===== config.mk =====
export PLATFORM = sky130hd
export DESIGN_NAME = mc_sequencer
export DESIGN_NICKNAME = d
export VERILOG_FILES = /design/src/rtl/mc_sequencer_pkg.sv /design/src/rtl/mc_wait_timer.sv /design/src/rtl/mc_sequencer.sv
export SDC_FILE = /design/constraint.sdc
export NUM_CORES = 1
export LEC_CHECK = 0
export ABC_CLOCK_PERIOD_IN_PS = 3430
export CORE_UTILIZATION = 24
export DETAILED_ROUTE_END_ITERATION = 16
export GPL_TIMING_DRIVEN = 0
export PLACE_DENSITY = 0.42
export SYNTH_ARGS = -nofsm -noshare
export SYNTH_HDL_FRONTEND = slang
export SYNTH_SLANG_ARGS = --single-unit

===== constraint.sdc =====
create_clock -name clk -period 3.43 [get_ports clk]
set_input_delay 0.343 -clock clk [delete_from_list [all_inputs] [get_ports clk]]
set_output_delay 0.343 -clock clk [all_outputs]
set_load 0.01 [all_outputs]

===== src/rtl/mc_sequencer_pkg.sv =====
// rtl/mc_sequencer_pkg.sv - shared state encodings and defaults for the multicycle sequencer
package mc_sequencer_pkg;

    localparam int WAIT_MAX_DEFAULT = 16;
    localparam int WAIT_CNT_W       = 8;

    typedef enum logic [2:0] {
        ST_FETCH  = 3'd0,
        ST_DECODE = 3'd1,
        ST_EXEC   = 3'd2,
        ST_MEM    = 3'd3,
        ST_WB     = 3'd4,
        ST_TRAP   = 3'd7
    } state_t;

    function automatic logic is_wait_state(input state_t st);
        return (st == ST_FETCH) || (st == ST_MEM);
    endfunction

endpackage


===== src/rtl/mc_wait_timer.sv =====
// rtl/mc_wait_timer.sv - counts unacknowledged memory wait cycles and flags the last allowed one
module mc_wait_timer
    import mc_sequencer_pkg::*;
#(
    parameter int WAIT_MAX = WAIT_MAX_DEFAULT
) (
    input  logic clk,
    input  logic rst_n,
    input  logic clear,
    input  logic enable,
    output logic expired
);

    logic [WAIT_CNT_W-1:0] count;

    // expired marks the WAIT_MAX-th waiting cycle; an ack in that same cycle still wins
    assign expired = (count == WAIT_CNT_W'(WAIT_MAX - 1));

    always_ff @(posedge clk) begin
        if (!rst_n || clear) begin
            count <= '0;
        end else if (enable && !expired) begin
            count <= count + WAIT_CNT_W'(1);
        end
    end

endmodule


===== src/rtl/mc_sequencer.sv =====
// rtl/mc_sequencer.sv - multicycle instruction sequencer with memory wait timeout and retire counter
module mc_sequencer
    import mc_sequencer_pkg::*;
#(
    parameter int WAIT_MAX = WAIT_MAX_DEFAULT
) (
    input  logic        clk,
    input  logic        rst_n,
    input  logic        imem_ack,
    input  logic        dmem_ready,
    input  logic        mem_read,
    input  logic        mem_write,
    input  logic        reg_write,
    input  logic        branch,
    input  logic        unknown_op,
    input  logic        take_branch,
    output logic        imem_req,
    output logic        ir_we,
    output logic        dmem_req,
    output logic        dmem_we,
    output logic        rf_we,
    output logic        pc_we,
    output logic        pc_sel,
    output logic        trap,
    output logic [2:0]  state_o,
    output logic [31:0] instret
);

    state_t      state;
    logic [31:0] instret_q;
    logic        waiting;
    logic        acked;
    logic        expired;

    assign waiting = is_wait_state(state);

    always_comb begin
        acked = 1'b0;
        if (state == ST_FETCH) begin
            acked = imem_ack;
        end else if (state == ST_MEM) begin
            acked = dmem_ready;
        end
    end

    // Cleared whenever not waiting, so the count is zero on every entry to FETCH or MEM
    mc_wait_timer #(
        .WAIT_MAX (WAIT_MAX)
    ) u_wait_timer (
        .clk     (clk),
        .rst_n   (rst_n),
        .clear   (!waiting || acked),
        .enable  (waiting && !acked),
        .expired (expired)
    );

    always_comb begin
        imem_req = 1'b0;
        ir_we    = 1'b0;
        dmem_req = 1'b0;
        dmem_we  = 1'b0;
        rf_we    = 1'b0;
        pc_we    = 1'b0;
        pc_sel   = 1'b0;
        if (rst_n) begin
            case (state)
                ST_FETCH: begin
                    imem_req = 1'b1;
                    ir_we    = imem_ack;
                end
                ST_EXEC: begin
                    if (branch) begin
                        pc_we  = 1'b1;
                        pc_sel = take_branch;
                    end else if (!mem_read && !mem_write && !reg_write) begin
                        pc_we = 1'b1;
                    end
                end
                ST_MEM: begin
                    dmem_req = 1'b1;
                    dmem_we  = mem_write;
                    pc_we    = dmem_ready && !mem_read;
                end
                ST_WB: begin
                    rf_we = 1'b1;
                    pc_we = 1'b1;
                end
                default: ;
            endcase
        end
    end

    always_ff @(posedge clk) begin
        if (!rst_n) begin
            state     <= ST_FETCH;
            instret_q <= '0;
        end else begin
            if (pc_we) begin
                instret_q <= instret_q + 32'd1;
            end
            case (state)
                ST_FETCH: begin
                    if (imem_ack) begin
                        state <= ST_DECODE;
                    end else if (expired) begin
                        state <= ST_TRAP;
                    end
                end
                ST_DECODE: state <= unknown_op ? ST_TRAP : ST_EXEC;
                ST_EXEC: begin
                    if (branch) begin
                        state <= ST_FETCH;
                    end else if (mem_read || mem_write) begin
                        state <= ST_MEM;
                    end else if (reg_write) begin
                        state <= ST_WB;
                    end else begin
                        state <= ST_FETCH;
                    end
                end
                ST_MEM: begin
                    if (dmem_ready) begin
                        state <= mem_read ? ST_WB : ST_FETCH;
                    end else if (expired) begin
                        state <= ST_TRAP;
                    end
                end
                ST_WB:   state <= ST_FETCH;
                default: state <= ST_TRAP;
            endcase
        end
    end

    assign trap    = (state == ST_TRAP);
    assign state_o = state;
    assign instret = instret_q;

endmodule

==> reports/metrics.csv <==
stage,metric,value,unit
status,status,finished clean,
critical_path,crit path launch type,primary input,
timing,RSZ-0062 raised after global routing,false,
cts,TritonCTS clock tree,built,
timing,number of endpoints failing setup at the final stage,0,
placed_design,number of buffers added on ports,51,
floorplan,Die H,100.3,um
yosys,dominant combinational cell family by area after synthesis,simple AND/OR/NAND/NOR gates,
timing,worst rel slew slack,52.57,%
yosys,fraction of synthesized cell area in xor and xnor cells,7.555,%
timing,final period demand of the worst path,2.538,ns
detailed_routing,total via count after detailed routing,2230,
placed_design,final weighted congestion of routability-driven global placement,0.7119,
critical_path,largest stage delay on the critical path,0.57,ns
cts,root buffer selected by CTS,clkbuf_8,
global_routing,Overall Global Routing Usage,13.69,%
global_routing,met1 Resource Use GR,18.63,%
placed_design,DP HPWL,4704,um
yosys,area fraction in compound gates after synthesis,22.83,%
finish,Layout area overhead,33.46,%
global_routing,number of global-route vias before repair,2159,
yosys,share of the yosys chip area belonging to registers,37.13,%
critical_path,list of cells traversed by the critical path,clkbuf_1 -> inv_1 -> clkbuf_1 -> a21oi_1 -> clkdlybuf4s50_1,
detailed_routing,total wire length,6469,um
timing,count of final max-slew check failures,0,
global_routing,number of antenna violations at the first check in global routing,0,
hold_path,instance count along the most critical hold path,2,
timing,Setup TNS,0,ns
critical_path,CP endpoint,pc_we,
yosys,adder and majority gate portion of the synthesized area,1.079,%
critical_path,crit-path most repeated cell,clkbuf_1,
timing,worst hold slack across all endpoints,0.5005,ns
yosys,synthesized flop and latch total,43,
yosys,synth top area cells,"dfxtp_1 (37%), xnor2_1 (6.4%), nor2_1 (5.3%)",
power_and_ir_drop,Cell Pwr Density,332.2,nW/um^2
critical_path,crit path buf inv count,4,
global_routing,pin count of the biggest net entering global routing,14,
yosys,post-synthesis cell type with the largest combined area,dfxtp_1,
yosys,share of synthesized flip-flops with an asynchronous set or reset,0,%
critical_path,critical path data required time,3.09,ns
yosys,Post-Synthesis Cell Area,2318,um^2
finish,register cell area after layout,860.8,um^2
global_routing,most congested layer reported by global routing,met2,
yosys,synth unique cells,45,
yosys,Gate Count Post-Synth,277,
yosys,number of warnings issued by yosys,0,
floorplan,Core Box Area,9284,um^2
detailed_routing,average wire per cell in the routed design,13.91,um
floorplan,die outline area,10060,um^2
critical_path,worst reg-to-reg setup slack,1.19,ns
global_routing,global-route congestion overflow total,0,
timing,highest clock frequency the design can meet,0.3940,GHz
finish,post-route cell area,3094,um^2
hold_path,type of the most critical hold path,reg2reg,
timing,worst slew pin tran,0.7051,ns
cts,Sinks on Clock Net,43,
critical_path,family with the most delay on the worst path,buffers and inverters,
yosys,nets in the synthesized netlist,289,
placed_design,pre-CTS worst setup slack,0.8350,ns
finish,number of inserted diodes,0,
cts,post-CTS setup-driven buffer insertion count,0,
cts,number of gates resized after cts,0,
critical_path,beginning of the critical path,rst_n,
power_and_ir_drop,reported leakage power,0.9309,nW
critical_path,worst-path cell with the longest stage delay,clkdlybuf4s50_1,
finish,fill cell instance count of the final layout,1017,
detailed_routing,vias per cell,4.796,
yosys,most common flop cell mapped by yosys,dfxtp_1,
detailed_routing,first-iteration detailed-routing DRC count,84,
critical_path,reg2reg path depth,7,
cts,clock latency on the worst-skew pair,0.30,ns
yosys,"post-synthesis share of cell area spent on and, or, nand and nor gates",27.68,%
cts,number of buffers on the longest clock path,2,
critical_path,worst reg2reg startpoint,instret[2],
yosys,multiplexer fraction of the synthesized cell area,0,%
critical_path,terminus of the critical flop-to-flop path,instret[18],
cts,Clock H-tree levels,2,
critical_path,arrival time worst endpoint,2.20,ns
finish,share of cells above drive strength 1,6.845,%
power_and_ir_drop,Max IR drop VDD,0.1281,mV
critical_path,Crit. path cell count,5,
critical_path,critical setup path kind,in2out,
yosys,number of enable flip-flop cells after synthesis,0,
critical_path,CP max FO,10,
floorplan,# rows,35,
cts,cts-stage hold buffer count,0,
placed_design,DP Area,2990,um^2
timing,smallest setup slack after layout,0.8917,ns
finish,area occupied by multi-input gates,1371,um^2
cts,clock transition at the registers of the reported paths,0.08,ns
timing,Max Clock Skew,0.01505,ns
floorplan,die width,100.3,um
yosys,top cells by instance count after synthesis,"dfxtp_1 (43), nor2_1 (33), a21oi_1 (24)",
yosys,library cell with the highest instance count after synthesis,dfxtp_1,
floorplan,IO Pins,53,
yosys,post-synthesis area per instance,8.370,um^2
cts,clock buffer count from CTS,5,
timing,post-route clock period utilization,74.00,%
detailed_routing,remaining antenna violation count,0,
detailed_routing,detailed-route DRC error count,0,
floorplan,initial standard-cell utilization of the core,24.97,%
timing,number of endpoints with negative hold slack in the final report,0,
global_routing,met3 GRT Util,2.855,%
global_routing,met2 Resource Use GR,22.08,%
detailed_routing,Pre-Repair DR Iteration Count,4,
finish,"Net count, final",347,
global_routing,wire length of the first global-routing pass,10800,um
yosys,area share of the leading cell type in the synthesized netlist,37.13,%
power_and_ir_drop,Total Power Consumption,1.028,mW
flow_run,total of max-cap violations,0,
critical_path,crit path capture type,primary output,
sequential cells by signal (all words and copies together), names as in the netlist:
| name | count |
|---|---|
| instret | 32 |
| state_o | 3 |
| u_wait_timer.count | 8 |
per-stage QoR:
stage,util [%],instances
3_3_place_gp,32.21,457
3_5_place_dp,32.21,457
2_1_floorplan,-,277
6_report,33.33,465
5_1_grt,33.33,465
4_1_cts,33.33,465
worst register-to-register path: stages, from the launching register on:
cell	delay (ns)
dfxtp_1	0.44
and4_1	0.20
buf_2	0.21
and4_1	0.28
o2111ai_1	0.25
clkbuf_1	0.28
or3_1	0.36
a21oi_1	0.14
layer usage:
layer  vias up  wire length, um
met2        48             2926
met4         0               51
li1       1138                -
met5         -                0
met1      1039             3223
met3         5              267
report_power, final:
group          internal [mW]  switching (mW)  leakage (nW)
clock                  0.184           0.187        0.0505
combinational         0.0623          0.0733         0.533
sequential             0.508          0.0137         0.347
cells in the final DEF (no fill, tap or decap), types with 3 or more instances in the layout:
master	instances
xnor2_1	17
and3_1	6
and4_1	7
inv_1	5
nand3_1	14
a2111oi_4	3
or3_1	13
clkdlybuf4s50_1	51
nor3_1	9
o2111ai_1	3
a21boi_0	3
buf_2	3
clkbuf_1	8
nand4_1	8
dfxtp_1	43
nand2_1	16
xor2_1	3
and2_1	3
o21a_1	7
clkbuf_8	7
a21oi_1	24
nor2_1	33
o21ai_0	16
final cells by class:
cell class	count	area share [%]
multi-input cells	216	44.32
flip-flops and latches	43	27.82
repair buffers	51	16.50
well taps	129	5.216
clock buffers	7	3.114
plain buffers	13	2.184
inverters	5	0.6066
clock inverters	1	0.2426
cells by family after synthesis:
logic type,after synthesis
fa+ha+maj,2
simple gates,121
compound gates,73
flops,43
xor+xnor,20
buf+inv,18
worst min path at each step:
stage | start | endpoint | slack (ns)
global route | u_wait_timer.count[1] | u_wait_timer.count[1] | 0.55
floorplan | u_wait_timer.count[1] | u_wait_timer.count[1] | 0.46
detailed placement | instret[31] | instret[31] | 0.49
global placement | instret[31] | instret[31] | 0.47
finish | instret[31] | instret[31] | 0.50
CTS | instret[31] | instret[31] | 0.50
No activity file was read; power rests on OpenSTA's default activity.
